<file path="src/rtl/sprite_rom_arbiter_pkg.sv">
// Shared sprite definitions: ROM geometry and arbiter state encoding.
// Also imported by sprite1 and the renderer so all agree on ROM width/depth.
package sprite_rom_arbiter_pkg;

    localparam int SPRITE_RAM_WIDTH     = 8;
    localparam int SPRITE_RAM_ADDR_BITS = 14;

    typedef enum logic {
        ST_IDLE  = 1'b0,
        ST_BURST = 1'b1
    } arb_state_e;

    // Index width for an n-entry vector; never narrower than one bit.
    function automatic int idx_bits(input int n);
        return (n > 1) ? $clog2(n) : 1;
    endfunction

endpackage

</file>
<file path="src/rtl/sprite_rom_arbiter_rr_pick.sv">
// Round-robin priority picker: first set request searching upward from ptr,
// wrapping at N. Returns the winner one-hot, its index and a found flag.
module rr_pick #(
    parameter int N  = 4,
    parameter int IW = 2
) (
    input  logic [N-1:0]  req,
    input  logic [IW-1:0] ptr,
    output logic [N-1:0]  win_oh,
    output logic [IW-1:0] win_idx,
    output logic          found
);

    logic [IW-1:0] j;

    always_comb begin
        win_oh  = '0;
        win_idx = '0;
        found   = 1'b0;
        j       = '0;
        for (int k = 0; k < N; k++) begin
            j = IW'((int'(ptr) + k) % N);
            if (!found && req[j]) begin
                found     = 1'b1;
                win_oh[j] = 1'b1;
                win_idx   = j;
            end
        end
    end

endmodule

</file>
<file path="src/rtl/sprite_rom_arbiter.sv">
// Sprite ROM burst arbiter: round-robin grants of 1..2**LEN_BITS sequential
// reads, with the returned pixel stream tagged by owner and end-of-burst.
//
//   state    | meaning
//   ---------+-----------------------------------------------------------
//   ST_IDLE  | no read issued; any pending req is arbitrated at the edge
//   ST_BURST | one ROM read per cycle, cnt_q reads remaining after this one
module sprite_rom_arbiter
    import sprite_rom_arbiter_pkg::*;
#(
    parameter int  RAM_WIDTH     = SPRITE_RAM_WIDTH,
    parameter int  RAM_ADDR_BITS = SPRITE_RAM_ADDR_BITS,
    parameter int  NUM_REQ       = 4,
    parameter int  LEN_BITS      = 5,
    localparam int IW            = idx_bits(NUM_REQ)
) (
    input  logic                          clk,
    input  logic                          rst_n,
    input  logic [NUM_REQ-1:0]            req,
    input  logic [NUM_REQ*RAM_ADDR_BITS-1:0] req_addr,
    input  logic [NUM_REQ*LEN_BITS-1:0]   req_len,
    output logic [NUM_REQ-1:0]            gnt,
    output logic                          busy,
    output logic                          rom_en,
    output logic [RAM_ADDR_BITS-1:0]      rom_addr,
    input  logic [RAM_WIDTH-1:0]          rom_data,
    output logic                          out_valid,
    output logic [RAM_WIDTH-1:0]          out_data,
    output logic [IW-1:0]                 out_id,
    output logic                          out_last
);

    arb_state_e               state_q, state_d;
    logic [NUM_REQ-1:0]       gnt_q;
    logic [RAM_ADDR_BITS-1:0] addr_q;
    logic [LEN_BITS-1:0]      cnt_q;
    logic [IW-1:0]            owner_q;
    logic [IW-1:0]            rr_q;
    logic                     out_valid_q;
    logic                     out_last_q;
    logic [IW-1:0]            out_id_q;

    logic [NUM_REQ-1:0]       win_oh;
    logic [IW-1:0]            win_idx;
    logic                     found;
    logic [RAM_ADDR_BITS-1:0] sel_addr;
    logic [LEN_BITS-1:0]      sel_len;
    logic [IW-1:0]            rr_next;
    logic                     burst_last;
    logic                     accept;

    rr_pick #(
        .N  (NUM_REQ),
        .IW (IW)
    ) u_rr_pick (
        .req     (req),
        .ptr     (rr_q),
        .win_oh  (win_oh),
        .win_idx (win_idx),
        .found   (found)
    );

    always_comb begin
        sel_addr = '0;
        sel_len  = '0;
        for (int i = 0; i < NUM_REQ; i++) begin
            if (win_oh[i]) begin
                sel_addr = req_addr[i*RAM_ADDR_BITS +: RAM_ADDR_BITS];
                sel_len  = req_len[i*LEN_BITS +: LEN_BITS];
            end
        end
    end

    assign rr_next = (win_idx == IW'(NUM_REQ - 1)) ? '0 : win_idx + IW'(1);
    assign accept  = (state_q == ST_IDLE) && found;

    always_ff @(posedge clk or negedge rst_n) begin
        if (!rst_n) begin
            state_q <= ST_IDLE;
        end else begin
            state_q <= state_d;
        end
    end

    always_comb begin
        state_d = state_q;
        case (state_q)
            ST_IDLE:  if (found)         state_d = ST_BURST;
            ST_BURST: if (cnt_q == '0)   state_d = ST_IDLE;
            default:                     state_d = ST_IDLE;
        endcase
    end

    always_comb begin
        busy       = 1'b0;
        rom_en     = 1'b0;
        burst_last = 1'b0;
        if (state_q == ST_BURST) begin
            busy       = 1'b1;
            rom_en     = 1'b1;
            burst_last = (cnt_q == '0);
        end
    end

    // Burst datapath; req is only sampled while idle, so mid-burst changes fall away.
    always_ff @(posedge clk or negedge rst_n) begin
        if (!rst_n) begin
            gnt_q       <= '0;
            addr_q      <= '0;
            cnt_q       <= '0;
            owner_q     <= '0;
            rr_q        <= '0;
            out_valid_q <= 1'b0;
            out_last_q  <= 1'b0;
            out_id_q    <= '0;
        end else begin
            gnt_q       <= '0;
            out_valid_q <= rom_en;
            out_last_q  <= burst_last;
            out_id_q    <= owner_q;
            if (accept) begin
                gnt_q   <= win_oh;
                addr_q  <= sel_addr;
                cnt_q   <= sel_len;
                owner_q <= win_idx;
                rr_q    <= rr_next;
            end else if ((state_q == ST_BURST) && (cnt_q != '0)) begin
                addr_q <= addr_q + RAM_ADDR_BITS'(1);
                cnt_q  <= cnt_q - LEN_BITS'(1);
            end
        end
    end

    assign gnt       = gnt_q;
    assign rom_addr  = addr_q;
    assign out_valid = out_valid_q;
    assign out_last  = out_last_q;
    assign out_id    = out_id_q;
    assign out_data  = rom_data;

endmodule

</file>
<file path="config.mk">
export PLATFORM = sky130hd
export DESIGN_NAME = sprite_rom_arbiter
export DESIGN_NICKNAME = d
export VERILOG_FILES = /design/src/rtl/sprite_rom_arbiter_pkg.sv /design/src/rtl/sprite_rom_arbiter_rr_pick.sv /design/src/rtl/sprite_rom_arbiter.sv
export SDC_FILE = /design/constraint.sdc
export NUM_CORES = 1
export LEC_CHECK = 0
export CAP_MARGIN = 15
export CORE_MARGIN = 2
export CORE_UTILIZATION = 35
export CTS_CLUSTER_DIAMETER = 30
export DETAILED_ROUTE_END_ITERATION = 8
export PLACE_DENSITY = 0.68
export SLEW_MARGIN = 20
export SYNTH_ARGS = -nofsm -noshare
export SYNTH_HDL_FRONTEND = slang
export SYNTH_SLANG_ARGS = --single-unit
</file>
<file path="constraint.sdc">
create_clock -name clk -period 3.9 [get_ports clk]
set_clock_uncertainty 0.2 [all_clocks]
set_input_delay 1.17 -clock clk [delete_from_list [all_inputs] [get_ports clk]]
set_output_delay 1.17 -clock clk [all_outputs]
set_load 0.005 [all_outputs]
</file>
After elaboration in Yosys (flattened, before gate mapping):

Cells that the tools add are included.
Widths: inputs -> output; s select.

* register bits: 32
* latch bits: 0
* memory bits (writable): 0
* memory bits (read-only): 0
* output and inout bits: 32
* word-level logic and storage cells: 90
* memories: 0

* add/sub/neg operators: 6
* multiply operators: 0
* div/mod/pow operators: 0
* magnitude comparators: 8
* equality and inequality tests: 1
* shift operators: 0
* muxes and demuxes: 47
* bitwise operators: 4
* reductions and logical operators: 15

Operators by type and width (number)
* $mux 14: 6
* $mux 5: 6
* $mux 4: 5
* $mux 1: 16
* $add 14x1->14 const B: 1
* $lt 2x3->1 const B: 4
* $or 4x4->4: 3
* $mux 2: 5
* $logic_and 1x1->1: 9
* $bmux 1 s2: 4
* $demux 1 s2: 4
* $ge 2x1->1 const B: 4
* $logic_not 5->1: 1
* $reduce_bool 5->1: 1
* $sub 5x1->5 const B: 1
* $add 2x1->2 const B: 2
* $add 2x2->2 const B: 2
* $logic_not 1->1: 3
* $eq 2x2->1 const B: 1
* $pmux 1 s2: 1
* $reduce_bool 2->1: 1
* $not 1->1: 1

Depth between registers and ports, before layout:

Gate-level depths: netlist of run 1.

* depth in word-level cells: 17
* depth in mapped cells: 14
* depth with buffers taken out: 9

Modules after synthesis:

Synthesis of run 1 repeated with hierarchy kept, for this count alone.

* cell total of the unflattened synthesis: 286
* area, all modules: 2532.4 sq um

Modules (own cells, without submodules)
* sprite_rom_arbiter: times used 1, cells an instance 241, area an instance 2113.3 sq um, seq. area each 800.8 sq um
* rr_pick: times used 1, cells an instance 45, area an instance 419.2 sq um, seq. area each 0.0 sq um

Worst setup path before layout of run 1:

No wires, ideal clock.

* path kind: register to register
* start: reg (tool-made name)
* end: reg addr_q[8] (netlist: rom_addr[8])
* data arrival time: 2900 ps
* setup slack: 665 ps
* stages on the path, launching flop included: 14
* path buffers: 5
* clock period less this slack: 3235 ps
* path through: dfrtp_1 buf_6 clkbuf_1 inv_1 ha_1 buf_2 or3_1 a21oi_1 o21a_1 buf_2 buf_2 nor3b_1 a221oi_2 o22ai_1

RTL lines
* end signal: assignment: RTL line sprite_rom_arbiter.sv:123 `addr_q <= sel_addr;`
* end signal: assignment: RTL line sprite_rom_arbiter.sv:128 `addr_q <= addr_q + RAM_ADDR_BITS'(1);`
* end: declaration: RTL line sprite_rom_arbiter.sv:35 `logic [RAM_ADDR_BITS-1:0] addr_q;`

Final worst setup path of run 1:

* start: in req[0]
* end: reg addr_q[5] (netlist: rom_addr[5])

* word-level cells in the longest chain between the ends: 17
* elaborated cells between the ends (all ways): 32
* classes of those cells: 21 x mux; 3 x bitwise; 8 x reduce/logical

Ends and longest elaborated chain
* start: declaration: RTL line sprite_rom_arbiter.sv:19 `input logic [NUM_REQ-1:0] req,`
* $bmux 1 s2: RTL line sprite_rom_arbiter_rr_pick.sv:23 `if (!found && req[j]) begin`
* $mux 1 (not written as such): RTL line sprite_rom_arbiter_rr_pick.sv:23
* $mux 1: RTL line sprite_rom_arbiter_rr_pick.sv:23
* $logic_not 1->1: RTL line sprite_rom_arbiter_rr_pick.sv:23
* $logic_and 1x1->1: RTL line sprite_rom_arbiter_rr_pick.sv:23
* $mux 1: RTL line sprite_rom_arbiter_rr_pick.sv:23
* $logic_not 1->1: RTL line sprite_rom_arbiter_rr_pick.sv:23
* $logic_and 1x1->1: RTL line sprite_rom_arbiter_rr_pick.sv:23
* $mux 1: RTL line sprite_rom_arbiter_rr_pick.sv:23
* $logic_not 1->1: RTL line sprite_rom_arbiter_rr_pick.sv:23
* $logic_and 1x1->1: RTL line sprite_rom_arbiter_rr_pick.sv:23
* $mux 4: RTL line sprite_rom_arbiter_rr_pick.sv:23
* $mux 14 (4 in a row): RTL line sprite_rom_arbiter.sv:67 `if (win_oh[i]) begin`
* $mux 14: RTL line sprite_rom_arbiter.sv:121 `if (accept) begin`

Several ways; a longest one is shown, not always the timed one. The select of a mux whose other input is x is not followed.
A chain may end at the register's enable or synchronous reset.

==> results of run 1 <==
-- layer usage --
metal / global-route usage (%) / vias up / part of all wire, %
met5: 0 / - / 0
met4: 4.048 / 0 / 0.97
met3: 3.794 / 9 / 7.1
met2: 30.36 / 138 / 45
met1: 30.75 / 1440 / 47
li1: - / 1451 / -
-- per-stage QoR --
step	total power, W	util, %	setup TNS (ns)
5_1_grt	0.003395	51.33	0
4_1_cts	0.003157	51.33	0
6_report	0.003141	51.33	0
3_3_place_gp	0.002787	50.02	0
2_1_floorplan	0.002112	-	0
3_5_place_dp	0.002829	50.02	-0.4332
-- Yosys cell counts, types with 10 or more instances --
cell type	count	area share, %
nor3b_1	21	5.4
o21ai_0	30	5.1
buf_2	15	2.6
ha_1	10	4.3
a221oi_1	17	5.1
a221oi_2	13	6.6
nand2_1	17	2.2
buf_4	12	3.1
dfrtp_1	32	27
nor2_1	19	2.4
o21ai_1	10	1.7
a21oi_1	15	2.6
-- power by group --
group	total (W)	internal, W	switching, W
logic	0.00219	0.00106	0.00112
registers	0.000643	0.000478	0.000165
clock network	0.000313	0.000190	0.000124
total	0.00314	0.00173	0.00141
-- cell families (layout without fill, tap and decap cells) --
group	count (synthesis)	in the layout	synth area share, %
compound gates	122	122	31.80
simple gates	101	101	19.78
buf+inv	50	148	10.27
flops	32	32	27.28
mux	11	11	5.115
fa+ha+maj	10	10	4.263
xor+xnor	5	5	1.492
-- area by class of cell --
class / count / area, sq um / area share, %
clock buffers: 6 / 72.57 / 1.729
clock inverters: 2 / 35.03 / 0.8348
inverters: 9 / 33.78 / 0.8050
multi-input cells: 249 / 1839 / 43.83
flip-flops and latches: 32 / 800.8 / 19.08
well taps: 105 / 131.4 / 3.131
repair buffers: 131 / 1284 / 30.59
-- flip-flops by register name, indices dropped and copies added (netlist names), named ones only --
signal	flops
owner_q	2
rom_addr	14
cnt_q	5
out_last	1
out_valid	1
out_id	2
state_q	1
gnt	4
rr_q	1
-- worst max-delay path: stages --
cell and delay (ns):
clkdlybuf4s50_1 0.66, buf_4 0.19, mux2i_1 0.07, a22oi_1 0.31
o41ai_4 0.09, buf_4 0.19, buf_4 0.16, inv_2 0.22
o21ai_0 0.13, a222oi_1 0.32, o21ai_1 0.11
-- worst min path at each step --
stage | start | endpoint | slack (ns) | cells past startpoint
finish | owner_q[0] | out_id[0] | 0.17 | 0
global route | owner_q[0] | out_id[0] | 0.18 | 0
CTS | owner_q[0] | out_id[0] | 0.17 | 0
detailed placement | owner_q[0] | out_id[0] | 0.16 | 0
global placement | owner_q[1] | out_id[1] | 0.16 | 0
floorplan | owner_q[1] | out_id[1] | 0.15 | 0
==> reports/metrics.csv, run 1 <==
stage;metric;value;unit
final_layout;diodes inserted;0;
floorplanning;number of rows created at floorplan;33;
synth;number of cells produced by synthesis;331;
critical_path;type of element capturing the critical path;flop;
cts;number of CTS-inserted buffers;5;
floorplanning;DIE WIDTH;95.58;um
power_and_ir_drop;worst ir drop on vdd;318.4;uV
cts;count of instances resized after the clock tree is built;0;
final_layout;final design area excluding fillers;4197;sq um
synth;synthesized area;2935;sq um
synth;count of synthesis-stage warnings from yosys;0;
critical_path;Worst Setup EP;rom_addr[5];
cts;buffers from clock root to sink, at most;2;
critical_path;worst setup path start;req[0];
final_layout;nets;528;
grt;wire length of the first global-routing pass;14540;um
detailed_routing;number of design rule violations left after detail routing;0;
grt;largest net degree at the start of global routing;33;
floorplanning;floorplan core area;8175;sq um
synth;flip-flop and latch count after synthesis;32;
cts;Worst-path clk slew;0.07;ns
final_layout;top library cells by usage in the layout, fill and taps aside;105 x clkdlybuf4s50_1, 32 x dfrtp_1, 30 x o21ai_0;
floorplanning;die area;9136;sq um
final_layout;number of non-filler instances in the completed layout;534;
synth;share of synthesized flip-flops with an asynchronous set or reset;100.0;%
final_layout;most common library cell in the layout ignoring fill and taps;clkdlybuf4s50_1;
critical_path;R2R cell count;8;
final_layout;share of post-route cells with drive strength above 1;13.29;%
grt;global-route total usage across every layer;20.41;%
run_status;outcome;finished clean;
sta;unrepaired setup endpoints after global routing;false;
placement;placement-stage cell area;4089;sq um
cts;worst skew pair latency;0.28;ns
synth;syn_nets;431;
placement;half-perimeter wire length of the detailed placement result;7038;um
grt;global-route congestion overflow total;0;
synth;most frequently used flop master after synthesis;dfrtp_1;
flow_run;Maximum Capacitance Violations;0;
cts;total setup buffers inserted after CTS;0;
critical_path;maximum fanout along the worst path;15;
critical_path;startpoint type of the worst setup path;input port;
sta;worst-margin pin slew;0.6717;ns
detailed_routing;Detailed Route WL;9523;um
placement;weighted congestion at the end of routability-driven global placement;0.8545;
cts;number of clock sinks;32;
floorplanning;IO Pins;122;
critical_path;Arr. time, crit path;3.63;ns
final_layout;area overhead of the layout relative to synthesis;42.97;%
sta;final critical path time including I/O delays and setup;3.674;ns
sta;final max-slew violation count;0;
critical_path;critical setup path kind;input port to flop;
sta;Final period util;94.21;%
cts;CTS root buffer;clkbuf_8;
detailed_routing;iteration-0 DRC count of the detailed router;266;
grt;initial antenna violation count;0;
detailed_routing;1st-pass router iterations;5;
critical_path;Data required, critical path;3.85;ns
detailed_routing;average wire length per cell after detail routing;17.83;um
placement;worst slack at placement;-0.06122;ns
sta;FMAX;0.2722;GHz
sta;Hold Vio Cnt, Final;0;
critical_path;startpoint of the worst-slack reg-to-reg timing path;rr_q[1];
power_and_ir_drop;total power divided by cell area;748.5;nW/um^2
sta;Max-slew headroom;55.22;%
cts;number of buffers inserted for hold repair after clock tree synthesis;0;
floorplanning;initial core utilization;35.90;%
floorplanning;die height;95.58;um
placement;PortBufs;105;
detailed_routing;via count of the routed design;3038;
sta;Final Setup Violations;0;
placement;Cell Count Post-Placement;526;
detailed_routing;DRT antenna net count;0;
cts;TritonCTS clock tree;built;
cts;level count of the clock H-tree;2;
critical_path;reg-to-reg endpoint;rom_addr[1];
sta;post-layout worst setup margin;0.2257;ns
hold_path;type of the worst min-delay path;flop to flop;
synth;register area share after synthesis;27.28;%
critical_path;reg-to-reg setup timing slack;0.86;ns
synth;Avg Inst Size Synth;8.868;sq um
power_and_ir_drop;static leakage;1.655;nW
sta;Worst Hold Margin;0.1696;ns
detailed_routing;Via-to-Cell Ratio;5.689;
synth;library cells used by synthesis;56;
synth;EDFF count, synth;0;
grt;via count of the first global-routing pass;2795;
final_layout;count of filler cells inserted in the layout;784;
Power figures use the tool's default switching activity.
==> run 2: changes to the inputs <==
--- a/config.mk
+++ b/config.mk
@@ -9,6 +9,7 @@
 export CORE_MARGIN = 2
 export CORE_UTILIZATION = 35
 export CTS_CLUSTER_DIAMETER = 30
+export CTS_CLUSTER_SIZE = 28
 export DETAILED_ROUTE_END_ITERATION = 8
 export PLACE_DENSITY = 0.68
 export SLEW_MARGIN = 20
==> results of run 2 <==
Same layout as run 1: the final DEF is identical, and so are final timing and power.
==> run 3: changes to the inputs <==
==> constraint.sdc (replaced) <==
create_clock -name clk -period 3.9 [get_ports clk]
set_clock_uncertainty 0.2 [all_clocks]
set_input_delay 1.17 -clock clk [delete_from_list [all_inputs] [get_ports clk]]
set_output_delay 1.17 -clock clk [all_outputs]
set_load 0.01 [all_outputs]
==> results of run 3 <==
Same layout as run 1 (identical final DEF). Status: finished clean.
Main changes from that run: total power 0.003141 W -> 0.003179 W; worst IR drop on VDD 318.4 uV -> 318.5 uV
